--- src/rtl/handshake_responder_if.sv ---
// Handshake bundle between the 2-bit handshake controller (master) and the
// token responder (slave): start/ack requests one way, done/init/ready back.
interface handshake_responder_if;
    logic start;
    logic ack;
    logic done;
    logic init;
    logic ready;

    modport master (
        output start,
        output ack,
        input  done,
        input  init,
        input  ready
    );

    modport slave (
        input  start,
        input  ack,
        output done,
        output init,
        output ready
    );
endinterface

--- src/rtl/handshake_responder.sv ---
// Far-end responder of the start/done/ack/init handshake. It prepares one
// result token over WORK_CYCLES cycles; a start that finds the token ready is
// answered with a one-cycle done, while a controller that missed its done
// raises ack and is answered with a one-cycle init once preparation finishes.
module handshake_responder #(
    parameter int WORK_CYCLES = 4,
    parameter int CNT_W       = 8
) (
    input  logic                 clk,
    input  logic                 rst_n,
    handshake_responder_if.slave hs,
    output logic [2:0]           state,
    output logic [CNT_W-1:0]     served_cnt,
    output logic [CNT_W-1:0]     nack_cnt
);

    localparam int              PREP_W    = $clog2(WORK_CYCLES + 1);
    localparam logic [PREP_W-1:0] PREP_LOAD = PREP_W'(WORK_CYCLES - 1);
    localparam logic [CNT_W-1:0]  CNT_MAX   = {CNT_W{1'b1}};

    typedef enum logic [2:0] {
        ST_PREP    = 3'd0,
        ST_READY   = 3'd1,
        ST_DONE    = 3'd2,
        ST_RECOVER = 3'd3,
        ST_INIT    = 3'd4
    } state_t;

    state_t            cur_state;
    state_t            next_state;
    logic [PREP_W-1:0] prep_cnt;
    logic              prep_like;
    logic              token_hit;
    logic              token_miss;

    // Next-state decode; ack wins over start, and unused codes behave as PREP.
    always_comb begin
        next_state = ST_PREP;
        prep_like  = 1'b0;
        token_hit  = 1'b0;
        token_miss = 1'b0;
        case (cur_state)
            ST_READY: begin
                if (hs.ack) begin
                    next_state = ST_INIT;
                    token_miss = 1'b1;
                end else if (hs.start) begin
                    next_state = ST_DONE;
                    token_hit  = 1'b1;
                end else begin
                    next_state = ST_READY;
                end
            end
            ST_DONE:    next_state = ST_PREP;
            ST_RECOVER: next_state = (prep_cnt == '0) ? ST_INIT : ST_RECOVER;
            ST_INIT:    next_state = ST_READY;
            default: begin
                prep_like = 1'b1;
                if (hs.ack) begin
                    next_state = ST_RECOVER;
                    token_miss = 1'b1;
                end else if (prep_cnt == '0) begin
                    next_state = ST_READY;
                end else begin
                    next_state = ST_PREP;
                end
            end
        endcase
    end

    // State, prep countdown, registered handshake outputs and saturating statistics.
    always_ff @(posedge clk or negedge rst_n) begin
        if (!rst_n) begin
            cur_state  <= ST_PREP;
            prep_cnt   <= PREP_LOAD;
            hs.done    <= 1'b0;
            hs.init    <= 1'b0;
            hs.ready   <= 1'b0;
            served_cnt <= '0;
            nack_cnt   <= '0;
        end else begin
            cur_state <= next_state;
            hs.done   <= (next_state == ST_DONE);
            hs.init   <= (next_state == ST_INIT);
            hs.ready  <= (next_state == ST_READY);

            if (next_state == ST_PREP && !prep_like) begin
                prep_cnt <= PREP_LOAD;
            end else if ((prep_like || cur_state == ST_RECOVER) && prep_cnt != '0) begin
                prep_cnt <= prep_cnt - PREP_W'(1);
            end

            if (token_hit && served_cnt != CNT_MAX) begin
                served_cnt <= served_cnt + CNT_W'(1);
            end
            if (token_miss && nack_cnt != CNT_MAX) begin
                nack_cnt <= nack_cnt + CNT_W'(1);
            end
        end
    end

    assign state = cur_state;

endmodule

--- src/flat_wrapper.sv ---
// flat-port wrapper written by rule: the top's interface ports become plain ports
module handshake_responder_flat 
#(
    parameter int WORK_CYCLES = 4,
    parameter int CNT_W       = 8
)
  (clk, rst_n, state, served_cnt, nack_cnt, hs_start, hs_ack, hs_done, hs_init, hs_ready);
  handshake_responder_if hs_i ();
  input  logic clk;
  input  logic rst_n;
  output logic [2:0] state;
  output logic [CNT_W-1:0] served_cnt;
  output logic [CNT_W-1:0] nack_cnt;
  input wire logic [$bits(hs_i.start)-1:0] hs_start;
  input wire logic [$bits(hs_i.ack)-1:0] hs_ack;
  output wire logic [$bits(hs_i.done)-1:0] hs_done;
  output wire logic [$bits(hs_i.init)-1:0] hs_init;
  output wire logic [$bits(hs_i.ready)-1:0] hs_ready;
  assign hs_i.start = hs_start;
  assign hs_i.ack = hs_ack;
  assign hs_done = hs_i.done;
  assign hs_init = hs_i.init;
  assign hs_ready = hs_i.ready;
  handshake_responder #(.WORK_CYCLES(WORK_CYCLES), .CNT_W(CNT_W)) u_core (.clk(clk), .rst_n(rst_n), .hs(hs_i), .state(state), .served_cnt(served_cnt), .nack_cnt(nack_cnt));
endmodule
--- config.mk ---
export PLATFORM = sky130hd
export DESIGN_NAME = handshake_responder_flat
export DESIGN_NICKNAME = d
export VERILOG_FILES = /design/src/rtl/handshake_responder_if.sv /design/src/rtl/handshake_responder.sv /design/src/flat_wrapper.sv
export SDC_FILE = /design/constraint.sdc
export NUM_CORES = 1
export LEC_CHECK = 0
export CAP_MARGIN = 20
export CORE_ASPECT_RATIO = 0.75
export CORE_UTILIZATION = 40
export DETAILED_ROUTE_END_ITERATION = 8
export HOLD_SLACK_MARGIN = 0.08
export PLACE_DENSITY = 0.74
export SYNTH_ARGS = -nofsm -noshare
export SYNTH_HDL_FRONTEND = slang
export SYNTH_SLANG_ARGS = --single-unit
--- constraint.sdc ---
create_clock -name clk -period 1.75 [get_ports clk]
set_clock_uncertainty 0.05 [all_clocks]
set_input_delay 0.2625 -clock clk [delete_from_list [all_inputs] [get_ports clk]]
set_output_delay 0.2625 -clock clk [all_outputs]
set_load 0.03 [all_outputs]
==> run_results.csv <==
group,metric,value,unit
pwr,pwr-share-comb,55.3,%
timing,tightest_slew,0.404,ns
placed_design,gp_congestion,0.791,
setup_path,cp_top_family,"buffers and inverters",
yosys,synth_warnings,0,
cts,holdBufCountCts,0,
detailed_routing,drt-initial-drc-count,49,
timing,setup_viol,0,
finish,final_nets,180,
setup_path,cp_slowest_stage_delay,0.69,ns
setup_path,worstPathArrival,1.37,ns
global_routing,grt_pass1_vias,1077,
cts,clock_path_buffers,2,
setup_path,startpoint_type,"flip-flop",
yosys,synth_top_cell_area_share,41.7,%
yosys,syn_nets,141,
cts,cts_root_buffer,"clkbuf_8",
setup_path,crit_path_max_fanout,4,
timing,fmax,595,MHz
yosys,syn_inst,133,
floorplan,core_area,3290,um^2
floorplan,io_pins,26,
floorplan,start_util,41.9,%
pwr,peakVddDrop,0.000798,V
finish,layout_common_cells,"dfrtp_1, buf_4, nand2_1, nor2_1, dlymetal6s2s_1",
setup_path,critPathKind,"reg -> out",
setup_path,critPathRequiredTime,1.44,ns
pwr,intPower,0.00171,W
floorplan,die_area,3690,um^2
timing,fin_crit,1.68,ns
pwr,p_seq_share,33.3,%
cts,clk_pin_slew,0.10,ns
pwr,power.leakage,0.975,nW
worst_hold_path,min_path_type,"in -> async",
run_status,status,"finished clean",
global_routing,track_usage,17.0,%
yosys,yosys.area.top_type,"dfrtp_1",
pwr,p_sw,0.00135,W
cts,h-tree-depth,1,
timing,slew_headroom,73.1,%
detailed_routing,routedWlPerCell,13.5,um
detailed_routing,antenna_left,0,
yosys,syn_avg_cell_area,10.4,um^2
global_routing,grt_pass1_wl,4.84,mm
placed_design,dp_hpwl,2.12,mm
floorplan,die_h,52.8,um
cts,tritoncts,"yes",
yosys,ys_seq_area_share,45.6,%
finish,drive_above_1_share,19.3,%
setup_path,worstPathCellList,"clkdlybuf4s50_1",
setup_path,slowest_stage,"clkdlybuf4s50_1",
timing,grt_setup_unrepaired,"false",
global_routing,antenna_found_initial,0,
global_routing,grt_max_degree,26,
detailed_routing,drtPass1Iterations,4,
setup_path,end_kind,"primary output",
finish,syn_to_final_growth,34.4,%
cts,clkLatencyLatePin,0.27,ns
pwr,switching_share,44.2,%
cts,cts_setup_buffers,0,
setup_path,critPathBufInv,1,
finish,final_common_cell,"dfrtp_1",
floorplan,die_w,69.8,um
cts,numClockSinks,25,
yosys,synth_area_leaders,"dfrtp_1, mux2_1, dfstp_2, ha_1, nand2_1",
detailed_routing,route.vias.total,1137,
timing,hold_viol_final,0,
finish,fin_util,56.4,%
timing,maxSlewViolCount,0,
detailed_routing,drc_errors,0,
flow_run,drv_cap,0,
yosys,synth-seq-cells,25,
yosys,synthDistinctLibCells,47,
detailed_routing,routed_wl,2.84,mm
setup_path,r2r_slack,0.08,ns
global_routing,grt_overflow,0,
detailed_routing,via_per_inst,5.39,
placed_design,io_buffer_count,25,
timing,holdWs,0.294,ns
floorplan,fp-row-count,18,
yosys,syn_area,1380,um^2
pwr,power.density,1650,nW/um^2
cts,cts_buffers,3,
finish,diodes,0,
pwr,p_clk_share,11.4,%
timing,period_share,96.1,%
==> metrics by stage <==
step	total power, W	setup TNS, ns	instances	setup WS [ns]	instance area [um^2]
floorplan	0.00211	-0.126	133	-0.0537	1400
detailed placement	0.00276	-2.44	207	-0.359	1780
CTS	0.00309	0	211	0.00299	1830
finish	0.00306	0	211	0.0681	1850
global route	0.00328	0	211	0.00389	1850
global placement	0.00268	-2.22	207	-0.340	1780
==> metal layers <==
layer  GRT usage, %  vias to the layer above  wire length [um]
met4           4.00                        0                16
met3           4.81                        4                97
met2           28.2                       17              1370
met5              0                        -                 0
li1               -                      554                 -
met1           22.2                      562              1350
==> power groups by stage <==
| stage | combinational, W | sequential (W) | clock [W] |
|---|---|---|---|
| after floorplan | 0.000771 | 0.00134 | 0 |
| after global placement | 0.00167 | 0.00102 | 0 |
| after detailed placement | 0.00173 | 0.00103 | 0 |
| after CTS | 0.00170 | 0.00102 | 0.000363 |
| after global routing | 0.00183 | 0.00106 | 0.000390 |
| final | 0.00169 | 0.00102 | 0.000348 |
==> cell type report <==
type                       instances  area [um^2]
fill                             288         1440
multi-input combinational         99          731
sequential                        25          631
timing repair buffer              39          373
tap                               40         50.0
clock buffer                       3         41.3
inverter                           4         20.0
clock inverter                     1         7.51
==> flip-flops by register name (all words and copies together) (netlist names) <==
signal and count:
u_core.hs.done 1, u_core.served_cnt 8, u_core.hs.ready 1, u_core.nack_cnt 8, u_core.state 3, u_core.prep_cnt 3, u_core.hs.init 1
==> repair_timing <==
item | CTS | global route
resized for setup | 7 | 11
hold endpoints to repair | 0 | 0
setup endpoints to repair | 8 | 13
pin swaps | 2 | 1
==> worst paths after layout <==
check,from,endpoint,depth (start not counted)
max,u_core.served_cnt[1],served_cnt[1],1
min,rst_n,u_core.state[1],2
max reg2reg,u_core.state[1],u_core.nack_cnt[4],4
min reg2reg,u_core.prep_cnt[0],u_core.prep_cnt[0],2
max in group asynchronous,rst_n,u_core.prep_cnt[0],2
min in group clk,u_core.prep_cnt[0],u_core.prep_cnt[0],2
==> logic make-up after synthesis <==
logic type / count (synthesis) / share of synthesized area, %
adder cells (fa/ha/maj): 4 / 3.63
flip-flops: 25 / 45.6
multiplexers: 11 / 8.98
AO/OA/AOI/OAI: 23 / 11.2
XOR/XNOR: 6 / 3.81
AND/OR/NAND/NOR: 55 / 23.2
buffers and inverters: 9 / 3.63
==> cell usage after synthesis, drive strengths merged <==
cell	count
clkbuf	3
o22ai	1
a221o	1
xor2	5
nor2	10
buf	2
a41oi	1
clkinv	1
nor3	3
nand2	12
or3b	1
o21a	1
nand3	5
a21o	1
nand4	3
nor2b	1
a21oi	4
a32oi	1
a22oi	1
or2	1
inv	3
o211ai	1
xnor2	1
and4	2
a31oi	3
nand2b	5
nor4	2
nor3b	2
or3	1
a21boi	2
and3	6
dfstp	2
or2b	1
mux2i	3
mux2	8
ha	4
dfrtp	23
o21ai	6
No activity file was read; power rests on OpenSTA's default activity.
